[src/rtl/svn_pkg.sv]
// Shared constants and helpers for the multiplexed seven-segment scanner.
//   NUM_DIGITS : digits per frame
//   NIB_W      : bits per displayed digit (one hex nibble)
//   AN_OFF     : anode pattern with every digit dark (anodes are active-low)
//   lz_blank() : per-digit leading-zero blanking mask for a displayed value
package svn_pkg;

    localparam int NUM_DIGITS = 8;
    localparam int NIB_W      = 4;
    localparam logic [NUM_DIGITS-1:0] AN_OFF = 8'hFF;

    // Digit k is blanked when enabled, k>0, and nibbles k..7 are all zero.
    // Walk from the top nibble down, keeping a running "everything above is
    // zero" flag. Digit 0 is never blanked, so a zero value still shows "0".
    function automatic logic [NUM_DIGITS-1:0] lz_blank(
        input logic [NUM_DIGITS*NIB_W-1:0] val,
        input logic                        en
    );
        logic upper_zero;
        lz_blank   = '0;
        upper_zero = 1'b1;
        for (int k = NUM_DIGITS - 1; k > 0; k--) begin
            upper_zero  = upper_zero && (val[k*NIB_W +: NIB_W] == '0);
            lz_blank[k] = en && upper_zero;
        end
    endfunction

endpackage

[src/rtl/svn_tick_gen.sv]
// Slot prescaler: counts 0..CLK_DIV-1 and wraps.
//   clk       : system clock, rising edge
//   sys_rst_n : synchronous active-low reset (count returns to 0)
//   tick      : high during the last cycle of each slot (count == CLK_DIV-1)
module svn_tick_gen #(
    parameter int CLK_DIV = 100000
) (
    input  logic clk,
    input  logic sys_rst_n,
    output logic tick
);

    localparam int CW = (CLK_DIV > 2) ? $clog2(CLK_DIV) : 1;
    localparam logic [CW-1:0] LAST = CW'(CLK_DIV - 1);

    logic [CW-1:0] pre_cnt;

    always_ff @(posedge clk) begin
        if (!sys_rst_n) begin
            pre_cnt <= '0;
        end else if (pre_cnt == LAST) begin
            pre_cnt <= '0;
        end else begin
            pre_cnt <= pre_cnt + 1'b1;
        end
    end

    assign tick = (pre_cnt == LAST);

endmodule

[src/rtl/svn_scan_ctrl.sv]
// Eight-digit multiplexed seven-segment scan controller.
//   clk, sys_rst_n : system clock, synchronous active-low reset
//   val_in/val_load: value to show and its capture strobe; the captured value
//                    is committed to the display only at a frame boundary
//   dp_mask, lz_en : per-digit decimal points, leading-zero blanking enable
//   digit, dp_n, AN: registered nibble / active-low dp / active-low anodes
//   busy           : a loaded value is waiting for the next frame boundary
//   frame_done     : high for the single cycle where the scan wraps 7 -> 0
module svn_scan_ctrl
    import svn_pkg::*;
#(
    parameter int CLK_DIV   = 100000,
    parameter int BLANK_CYC = 16
) (
    input  logic                        clk,
    input  logic                        sys_rst_n,
    input  logic [NUM_DIGITS*NIB_W-1:0] val_in,
    input  logic                        val_load,
    input  logic [NUM_DIGITS-1:0]       dp_mask,
    input  logic                        lz_en,
    output logic [NIB_W-1:0]            digit,
    output logic                        dp_n,
    output logic [NUM_DIGITS-1:0]       AN,
    output logic                        busy,
    output logic                        frame_done
);

    localparam int IW = $clog2(NUM_DIGITS);
    localparam int BW = $clog2(BLANK_CYC + 2);
    localparam logic [IW-1:0] IDX_LAST = IW'(NUM_DIGITS - 1);

    logic                        tick;
    logic [IW-1:0]               idx;
    logic [BW-1:0]               blank_cnt;
    logic [NUM_DIGITS*NIB_W-1:0] pend_reg;
    logic [NUM_DIGITS*NIB_W-1:0] disp_reg;
    logic [NUM_DIGITS-1:0]       blank_mask;
    logic                        in_blank;

    svn_tick_gen #(.CLK_DIV(CLK_DIV)) u_tick (
        .clk       (clk),
        .sys_rst_n (sys_rst_n),
        .tick      (tick)
    );

    // Tracks min(pre_cnt, BLANK_CYC): cleared in step with the prescaler wrap,
    // so in_blank is exactly pre_cnt < BLANK_CYC without exporting pre_cnt.
    always_ff @(posedge clk) begin
        if (!sys_rst_n || tick) begin
            blank_cnt <= '0;
        end else if (blank_cnt < BW'(BLANK_CYC)) begin
            blank_cnt <= blank_cnt + 1'b1;
        end
    end

    assign in_blank = (blank_cnt < BW'(BLANK_CYC));

    always_ff @(posedge clk) begin
        if (!sys_rst_n) begin
            idx <= '0;
        end else if (tick) begin
            idx <= (idx == IDX_LAST) ? '0 : idx + 1'b1;
        end
    end

    assign frame_done = tick && (idx == IDX_LAST);

    // Double-buffered value: loads land in pend_reg, and disp_reg only moves
    // on the frame wrap so a frame never mixes old and new digits. A load on
    // the wrap cycle itself bypasses the pending stage.
    always_ff @(posedge clk) begin
        if (!sys_rst_n) begin
            pend_reg <= '0;
            disp_reg <= '0;
            busy     <= 1'b0;
        end else begin
            if (val_load) begin
                pend_reg <= val_in;
            end
            if (frame_done) begin
                if (val_load) begin
                    disp_reg <= val_in;
                end else if (busy) begin
                    disp_reg <= pend_reg;
                end
                busy <= 1'b0;
            end else if (val_load) begin
                busy <= 1'b1;
            end
        end
    end

    assign blank_mask = lz_blank(disp_reg, lz_en);

    always_ff @(posedge clk) begin
        if (!sys_rst_n) begin
            AN    <= AN_OFF;
            digit <= '0;
            dp_n  <= 1'b1;
        end else begin
            AN    <= (in_blank || blank_mask[idx]) ? AN_OFF
                                                   : ~(NUM_DIGITS'(1) << idx);
            digit <= disp_reg[idx*NIB_W +: NIB_W];
            dp_n  <= ~dp_mask[idx];
        end
    end

endmodule
[config.mk]
export PLATFORM = sky130hd
export DESIGN_NAME = svn_scan_ctrl
export DESIGN_NICKNAME = d
export VERILOG_FILES = /design/src/rtl/svn_pkg.sv /design/src/rtl/svn_tick_gen.sv /design/src/rtl/svn_scan_ctrl.sv
export SDC_FILE = /design/constraint.sdc
export NUM_CORES = 1
export LEC_CHECK = 0
export CAP_MARGIN = 0
export CORE_AREA = 2 2 97 122
export CTS_BUF_LIST = sky130_fd_sc_hd__clkbuf_8
export DETAILED_ROUTE_END_ITERATION = 7
export DIE_AREA = 0 0 99 124
export PLACE_DENSITY = 0.73
export SETUP_SLACK_MARGIN = 0.02
export SLEW_MARGIN = 10
export SYNTH_ARGS = -nofsm -noshare
export SYNTH_HDL_FRONTEND = slang
export SYNTH_SLANG_ARGS = --single-unit
export TNS_END_PERCENT = 1
[constraint.sdc]
create_clock -name clk -period 2 [get_ports clk]
set_input_delay 0.4 -clock clk [delete_from_list [all_inputs] [get_ports clk]]
set_output_delay 0.4 -clock clk [all_outputs]
set_load 0.02 [all_outputs]
# After elaboration in Yosys (flattened, before gate mapping)
# Cells that the tools add are included.
# totals
register_bits	103
in_bits	44
output_inout_bits	15
wordCells	57
# op_classes
add_sub_neg	3
n_lt_le_gt_ge	2
n_eq_ne	2
shifts	2
mux	7
n_bitwise	3
reduce_logical	29
# op_table
cell	n
32-bit two-way mux	2
32-bit by 6-bit indexed part select with 4-bit output	1
4-bit logical NOT	7
17-bit by 1-bit adder with 17-bit output, second input constant	1
17-bit == test, second input constant	1
1-bit logical AND	14
8-bit NOT	1
1-bit by 3-bit left shift with 8-bit output, first input constant	1
1-bit binary-select mux with 3-bit select	2
2-bit OR reduction	3
5-bit by 1-bit adder with 5-bit output, second input constant	1
5-bit less-than comparator, second input constant	1
3-bit by 4-bit less-than comparator with 1-bit output, second input constant	1
3-bit by 1-bit adder with 3-bit output, second input constant	1
3-bit == test, second input constant	1
3-bit two-way mux	1
1-bit logical OR	2
1-bit two-way mux	2
1-bit NOT	2
2-bit AND reduction	1
2-bit nonzero test	1
1-bit logical NOT	1

# Logic depth before layout (Yosys ltp)
# Gate-level depths: netlist of the first run.
# logic_depth
depth_word	12
ltp_mapped	7
depth_no_buf	5

# Cells and area by module
# Synthesis of the first run repeated with hierarchy kept, for this count alone.
# unflattened
hier_cells	424
hier_area_um2	4405.5
# modules_own_cells
mod	instances	cells_per_inst	area_per_inst_um2	seq_area_each_um2
svn_scan_ctrl	1	337	3617.2	1721.7
svn_tick_gen	1	87	788.3	340.3

# Worst setup path after synthesis of the first run
# Ideal clock, no wire load.
# synth_path
path_kind	reg2reg
start	reg u_tick.pre_cnt[0]
end	reg disp_reg[0]
setup_time_ps	121
t_arrival_ps	1786
required_ps	1879
slack_ps	93
stages_incl_launch_ff	8
path_buffers	2
synth_period_minus_slack_ps	1907
cell_sequence	dfxtp_1 -> ha_1 -> and4_1 -> nand4_4 -> or2_1 -> buf_6 -> buf_6 -> mux2_4
# synth_via
elab_chain_len	3
# synth_rtl
item	line	source
start: declaration	svn_tick_gen.sv:16	logic [CW-1:0] pre_cnt;
start signal: assignment	svn_tick_gen.sv:24	pre_cnt <= pre_cnt + 1'b1;
17-bit == test	svn_tick_gen.sv:28	assign tick = (pre_cnt == LAST);
1-bit logical AND	svn_scan_ctrl.sv:66	assign frame_done = tick && (idx == IDX_LAST);
2-bit AND reduction (no source line)	n/a	
end signal: assignment	svn_scan_ctrl.sv:82	disp_reg <= val_in;
end signal: assignment	svn_scan_ctrl.sv:84	disp_reg <= pend_reg;
end: declaration	svn_scan_ctrl.sv:36	logic [NUM_DIGITS*NIB_W-1:0] disp_reg;
# No other way between the ends.
# A chain may end at the register's enable or synchronous reset.

# Final worst setup path of the first run
# layout_path
start	reg u_tick.pre_cnt[11]
end	out frame_done
# layout_via
elab_chain_len	2
# layout_rtl
item	line	source
17-bit == test	svn_tick_gen.sv:28	
1-bit logical AND	svn_scan_ctrl.sv:66	
end: declaration	svn_scan_ctrl.sv:25	output logic frame_done
# No other way between the ends.

==> out/qor.csv, run 1 <==
metric,value,unit
final_util,51.1,%
p_total,0.00360,W
endpoint_kind,output pin,
route.detailed.drc,0,
cts.htree.levels,3,
cts_max_path_buffers,2,
yosys_warnings,0,
drt_pass1_iterations,5,
layout_commonest_cell,dfxtp_1,
synth_edf_count,0,
fmax,509,MHz
grt-ovfl-total,0,
cts_made_buffers,9,
max_slew.worst_pin.slew,0.520,ns
avgSynthCellArea,11.1,µm²
routabilityCongestion,0.849,
path_delay_family,simple AND/OR/NAND/NOR gates,
setup_viol,0,
fillers,946,
area_growth,23.4,%
dp_cells,612,
wl_per_cell,14.9,µm
cts_tree,yes,
syn_nets,462,
period_share,98.2,%
holdWs,0.487,ns
cp_max_fo,2,
max-cap-violations,0,
p_seq_share,58.9,%
dieArea,0.0123,mm²
path_cells,nor4b_4 > and4_1 > and2_4 > buf_6,
viasPerCell,5.06,
vias,3170,
grt_max_degree,39,
syn_area,0.00457,mm²
n_antenna_cell,0,
antenna_found_initial,0,
critPathRequiredTime,1.60,ns
die_w,99,µm
async_flop_share,0,%
peakVddDrop,0.270,mV
hold_class,flop to flop,
antenna_left,0,
start_util,41.4,%
slowest_stage,dfxtp_1,
crit_buf_inv,1,
most-common-layout-cells,"101 x dfxtp_1, 55 x clkdlybuf4s50_1, 36 x and2_1",
drive_gt1_share,20.7,%
rsz0062_at_grt,true,
postCtsSetupRepairBufs,0,
synth_cells,410,
criticalPathCategory,flop to output pin,
clk_latency,0.37,ns
grt_first_pass_wirelength,15800,µm
grt_pass1_vias,3344,
ys_types,41,
grt.total_usage,16.2,%
core,0.0110,mm²
start_kind,flop,
fin_cells,627,
finalHoldViolations,0,
die_h,124,µm
cp.arrival,1.56,ns
buffer_ports.inserted,58,
outcome,finished clean,
nets,540,
swShare,21.7,%
routed_wl,9360,µm
drv_slew,0,
ios,59,
seq_area_frac_synth,45.1,%
skew,0.0101,ns
powerDensity,638,mW/mm²
final.min_clock_period,1.96,ns
p_switching,0.000782,W
dr.first_iter.drc_count,82,
power_frac_clock,33.8,%
clock_sinks,103,
slowest_delay,0.36,ns
ys_ff_latch,103,
max-slew-margin-rel,65.0,%
combPwrFrac,7.3,%
setup-tns-final,0,ns
p_leak,2.37,nW
hpwl,7000,µm
clockRootBuffer,clkbuf_8,
num_rows,43,
clk_pin_slew,0.09,ns
p_int,0.00281,W
synth_flop_cell,dfxtp_1,
## metal layers
| layer | wire length, µm | up-vias | GRT usage, % |
|---|---|---|---|
| met4 | 216 | 0 | 6.16 |
| met1 | 4000 | 1495 | 18.8 |
| met3 | 358 | 18 | 4.04 |
| met5 | 0 | - | 0 |
| met2 | 4790 | 71 | 28.9 |
| li1 | - | 1586 | - |
## synthesized netlist by cell type, types with 2 or more instances
| master | n | area share [%] |
|---|---|---|
| mux2i_1 | 34 | 7.5 |
| or4_1 | 4 | 0.66 |
| ha_1 | 8 | 2.2 |
| or3_1 | 4 | 0.55 |
| nor2b_1 | 33 | 4.5 |
| nand3_1 | 7 | 0.77 |
| nor4_1 | 6 | 0.82 |
| nand4_1 | 3 | 0.41 |
| buf_6 | 4 | 0.99 |
| clkbuf_1 | 14 | 1.2 |
| and4_1 | 2 | 0.38 |
| and4bb_2 | 2 | 0.55 |
| xor2_1 | 7 | 1.3 |
| o21ai_0 | 5 | 0.55 |
| or2_2 | 2 | 0.27 |
| o31ai_1 | 2 | 0.33 |
| mux2_2 | 2 | 0.49 |
| and3_1 | 3 | 0.41 |
| mux2_4 | 30 | 9.9 |
| o311ai_0 | 2 | 0.38 |
| and2_1 | 37 | 5.1 |
| mux4_2 | 10 | 4.9 |
| dfxtp_1 | 103 | 45 |
| nor2_1 | 18 | 1.5 |
| o211ai_1 | 2 | 0.33 |
| nor3_1 | 2 | 0.22 |
| nand2_1 | 23 | 1.9 |
| a21boi_0 | 6 | 0.99 |
| xnor2_1 | 6 | 1.2 |
| inv_1 | 5 | 0.41 |
| o2111ai_1 | 6 | 1.2 |
| buf_2 | 5 | 0.55 |
| a21oi_1 | 5 | 0.55 |
## per-stage QoR
step	setup WS (ns)	area, µm²
after CTS	0.0223	5640
final	0.0367	5640
after global routing	-0.0369	5640
after detailed placement	-0.0586	5450
after global placement	-0.0298	5450
after floorplan	0.0930	4570
## tightest hold or removal path, stage by stage (launching register included)
cell     delay, ns
dfxtp_1       0.33
o31ai_1       0.06
a21oi_1       0.05
## path summary, 6_finish.rpt
check                                 from                       endpoint  slack (ns)  cells after the start
max reg2reg  u_tick.pre_cnt[11]$_SDFF_PP0_      disp_reg[13]$_SDFFE_PN0P_        0.12                      6
min reg2reg  u_tick.pre_cnt[16]$_SDFF_PP0_  u_tick.pre_cnt[16]$_SDFF_PP0_        0.49                      2
min          u_tick.pre_cnt[16]$_SDFF_PP0_  u_tick.pre_cnt[16]$_SDFF_PP0_        0.49                      2
max          u_tick.pre_cnt[11]$_SDFF_PP0_                     frame_done        0.04                      4
## cell families (layout without fill, tap and decap cells)
logic type,after synthesis,count (layout),synth area share [%]
simple gates,151,151,19.5
flops,103,103,45.1
mux,76,76,22.7
compound gates,31,31,4.82
buf+inv,28,110,3.09
xor+xnor,13,13,2.49
fa+ha+maj,8,8,2.19
## cell type report
cell class / count / area, µm² / area share [%]
clock buffer: 9 / 124 / 2.20
clock inverter: 6 / 53.8 / 0.954
inverter: 5 / 18.8 / 0.333
multi-input combinational: 279 / 2370 / 42.0
sequential: 103 / 2060 / 36.6
tap: 135 / 169 / 3.00
timing repair buffer: 90 / 837 / 14.9
## what timing repair did
item,CTS,global route
cloned,0,0
pin swaps,0,1
resized for setup,10,1
hold buffers,0,0
endpoints found under the setup margin,1,2
## power groups by stage
stage                     Combinational (W)  Sequential [W]  Clock (W)
after floorplan                    0.000128         0.00217          0
after global placement             0.000260         0.00216          0
after detailed placement           0.000268         0.00217          0
after CTS                          0.000269         0.00212    0.00125
after global routing               0.000290         0.00212    0.00133
final                              0.000264         0.00212    0.00122
Power figures use the tool's default switching activity.
==> inputs of run 2 (changes only) <==
Settings changed: SKIP_CTS_REPAIR_TIMING set to 1.
==> out/qor.csv, run 2 (synthesis results as in run 1) <==
metric,value,unit
outcome,finished clean,
routabilityCongestion,0.849,
powerDensity,639,mW/mm²
cts_tree,yes,
grt-ovfl-total,0,
path_depth,4,
route.detailed.drc,0,
rsz0062_at_grt,true,
wl_per_cell,14.9,µm
fin_cells,627,
path_cells,nor4b_4 > and4_1 > and2_4 > buf_4,
critPathLaunch,u_tick.pre_cnt[11]$_SDFF_PP0_,
critPathRequiredTime,1.60,ns
grt_pass1_vias,3344,
met2_length,4790,µm
path_delay_family,simple AND/OR/NAND/NOR gates,
worst_slack,0.0203,ns
n_antenna_cell,0,
cp_max_fo,2,
clk_pin_slew,0.09,ns
layout_commonest_cell,dfxtp_1,
antenna_found_initial,0,
cp.arrival,1.58,ns
cts_max_path_buffers,2,
max-cap-violations,0,
grt_max_degree,39,
period_share,99.0,%
buffer_ports.inserted,58,
finalHoldViolations,0,
p_total,0.00360,W
routed_wl,9360,µm
drt_pass1_iterations,5,
max_slew.worst_pin.slew,0.520,ns
area_growth,23.3,%
start_kind,flop,
setup_viol,0,
r2r-end,disp_reg[13]$_SDFFE_PN0P_,
viasPerCell,5.06,
slowest_delay,0.36,ns
criticalPathCategory,flop to output pin,
top_layer_used,met4,
core,0.0110,mm²
endpoint_kind,output pin,
cts_made_buffers,9,
slowest_stage,dfxtp_1,
drive_gt1_share,20.7,%
dieArea,0.0123,mm²
r2r_setup_slack,0.12,ns
clockRootBuffer,clkbuf_8,
final.min_clock_period,1.98,ns
vias,3170,
crit_end,frame_done,
cts.htree.levels,3,
nets,540,
skew,0.0101,ns
grt_first_pass_wirelength,15800,µm
start_util,41.4,%
route.met3.wl,351,µm
dp_cells,612,
clock_sinks,103,
p_leak,2.37,nW
die_h,124,µm
antenna_left,0,
ios,59,
reg2reg_from,u_tick.pre_cnt[11]$_SDFF_PP0_,
die_w,99,µm
peakVddDrop,0.270,mV
max-slew-margin-rel,65.0,%
dp_slack,-0.0586,ns
fmax,505,MHz
wl_met1,4010,µm
hpwl,7000,µm
drv_slew,0,
crit_buf_inv,1,
num_rows,43,
worstRegToRegCells,6,
clk_latency,0.37,ns
dr.first_iter.drc_count,82,
grt.total_usage,16.2,%
hold_class,flop to flop,
most-common-layout-cells,"101 x dfxtp_1, 55 x clkdlybuf4s50_1, 36 x and2_1",
## run 2: cell types whose count changed in the layout (fill, tap and decap cells not counted)
cell / before / now
buf_6: 1 / 0
buf_4: 30 / 31
## run 2: report_power, final
group	total, W	internal, W	switching, W
clock	0.00122	0.000558	0.000657
sequential	0.00212	0.00210	0.0000176
combinational	0.000264	0.000156	0.000108
## run 2: area by class of cell
type                    count  area (µm²)
well taps                 135         169
inverters                   5        18.8
flip-flops and latches    103        2060
repair buffers             90         833
multi-input cells         279        2370
clock inverters             6        53.8
clock buffers               9         124
fillers                   945        5400
## run 2: worst register-to-register path, stage by stage, from the launching register on
cell and delay [ns]:
dfxtp_1 0.36, nor4b_4 0.32, buf_4 0.17, nand4_4 0.08
or2_2 0.30, buf_12 0.19, mux2_4 0.34
## run 2: per-layer routing
layer,track usage (%),up-vias
li1,-,1586
met4,6.16,0
met2,28.9,71
met5,0,-
met3,4.04,18
met1,18.8,1495
## run 2: how the worst min path moves through the flow
stage / cells after the start / to / from
after floorplan: 1 / u_tick.pre_cnt[0]$_SDFF_PP0_ / u_tick.pre_cnt[0]$_SDFF_PP0_
after global routing: 2 / u_tick.pre_cnt[16]$_SDFF_PP0_ / u_tick.pre_cnt[16]$_SDFF_PP0_
after detailed placement: 2 / u_tick.pre_cnt[16]$_SDFF_PP0_ / u_tick.pre_cnt[16]$_SDFF_PP0_
final: 2 / u_tick.pre_cnt[16]$_SDFF_PP0_ / u_tick.pre_cnt[16]$_SDFF_PP0_
after global placement: 2 / u_tick.pre_cnt[16]$_SDFF_PP0_ / u_tick.pre_cnt[16]$_SDFF_PP0_
after CTS: 2 / u_tick.pre_cnt[16]$_SDFF_PP0_ / u_tick.pre_cnt[16]$_SDFF_PP0_
## run 2: per-stage QoR
stage          hold slack [ns]  utilization (%)  area, µm²  TNS [ns]
2_1_floorplan            0.441                -       4570         0
3_3_place_gp             0.456             49.4       5450   -0.0298
3_5_place_dp             0.473             49.4       5450   -0.0586
4_1_cts                  0.488             51.0       5630    -0.483
5_1_grt                  0.506             51.1       5630   -0.0558
6_report                 0.487             51.1       5630         0
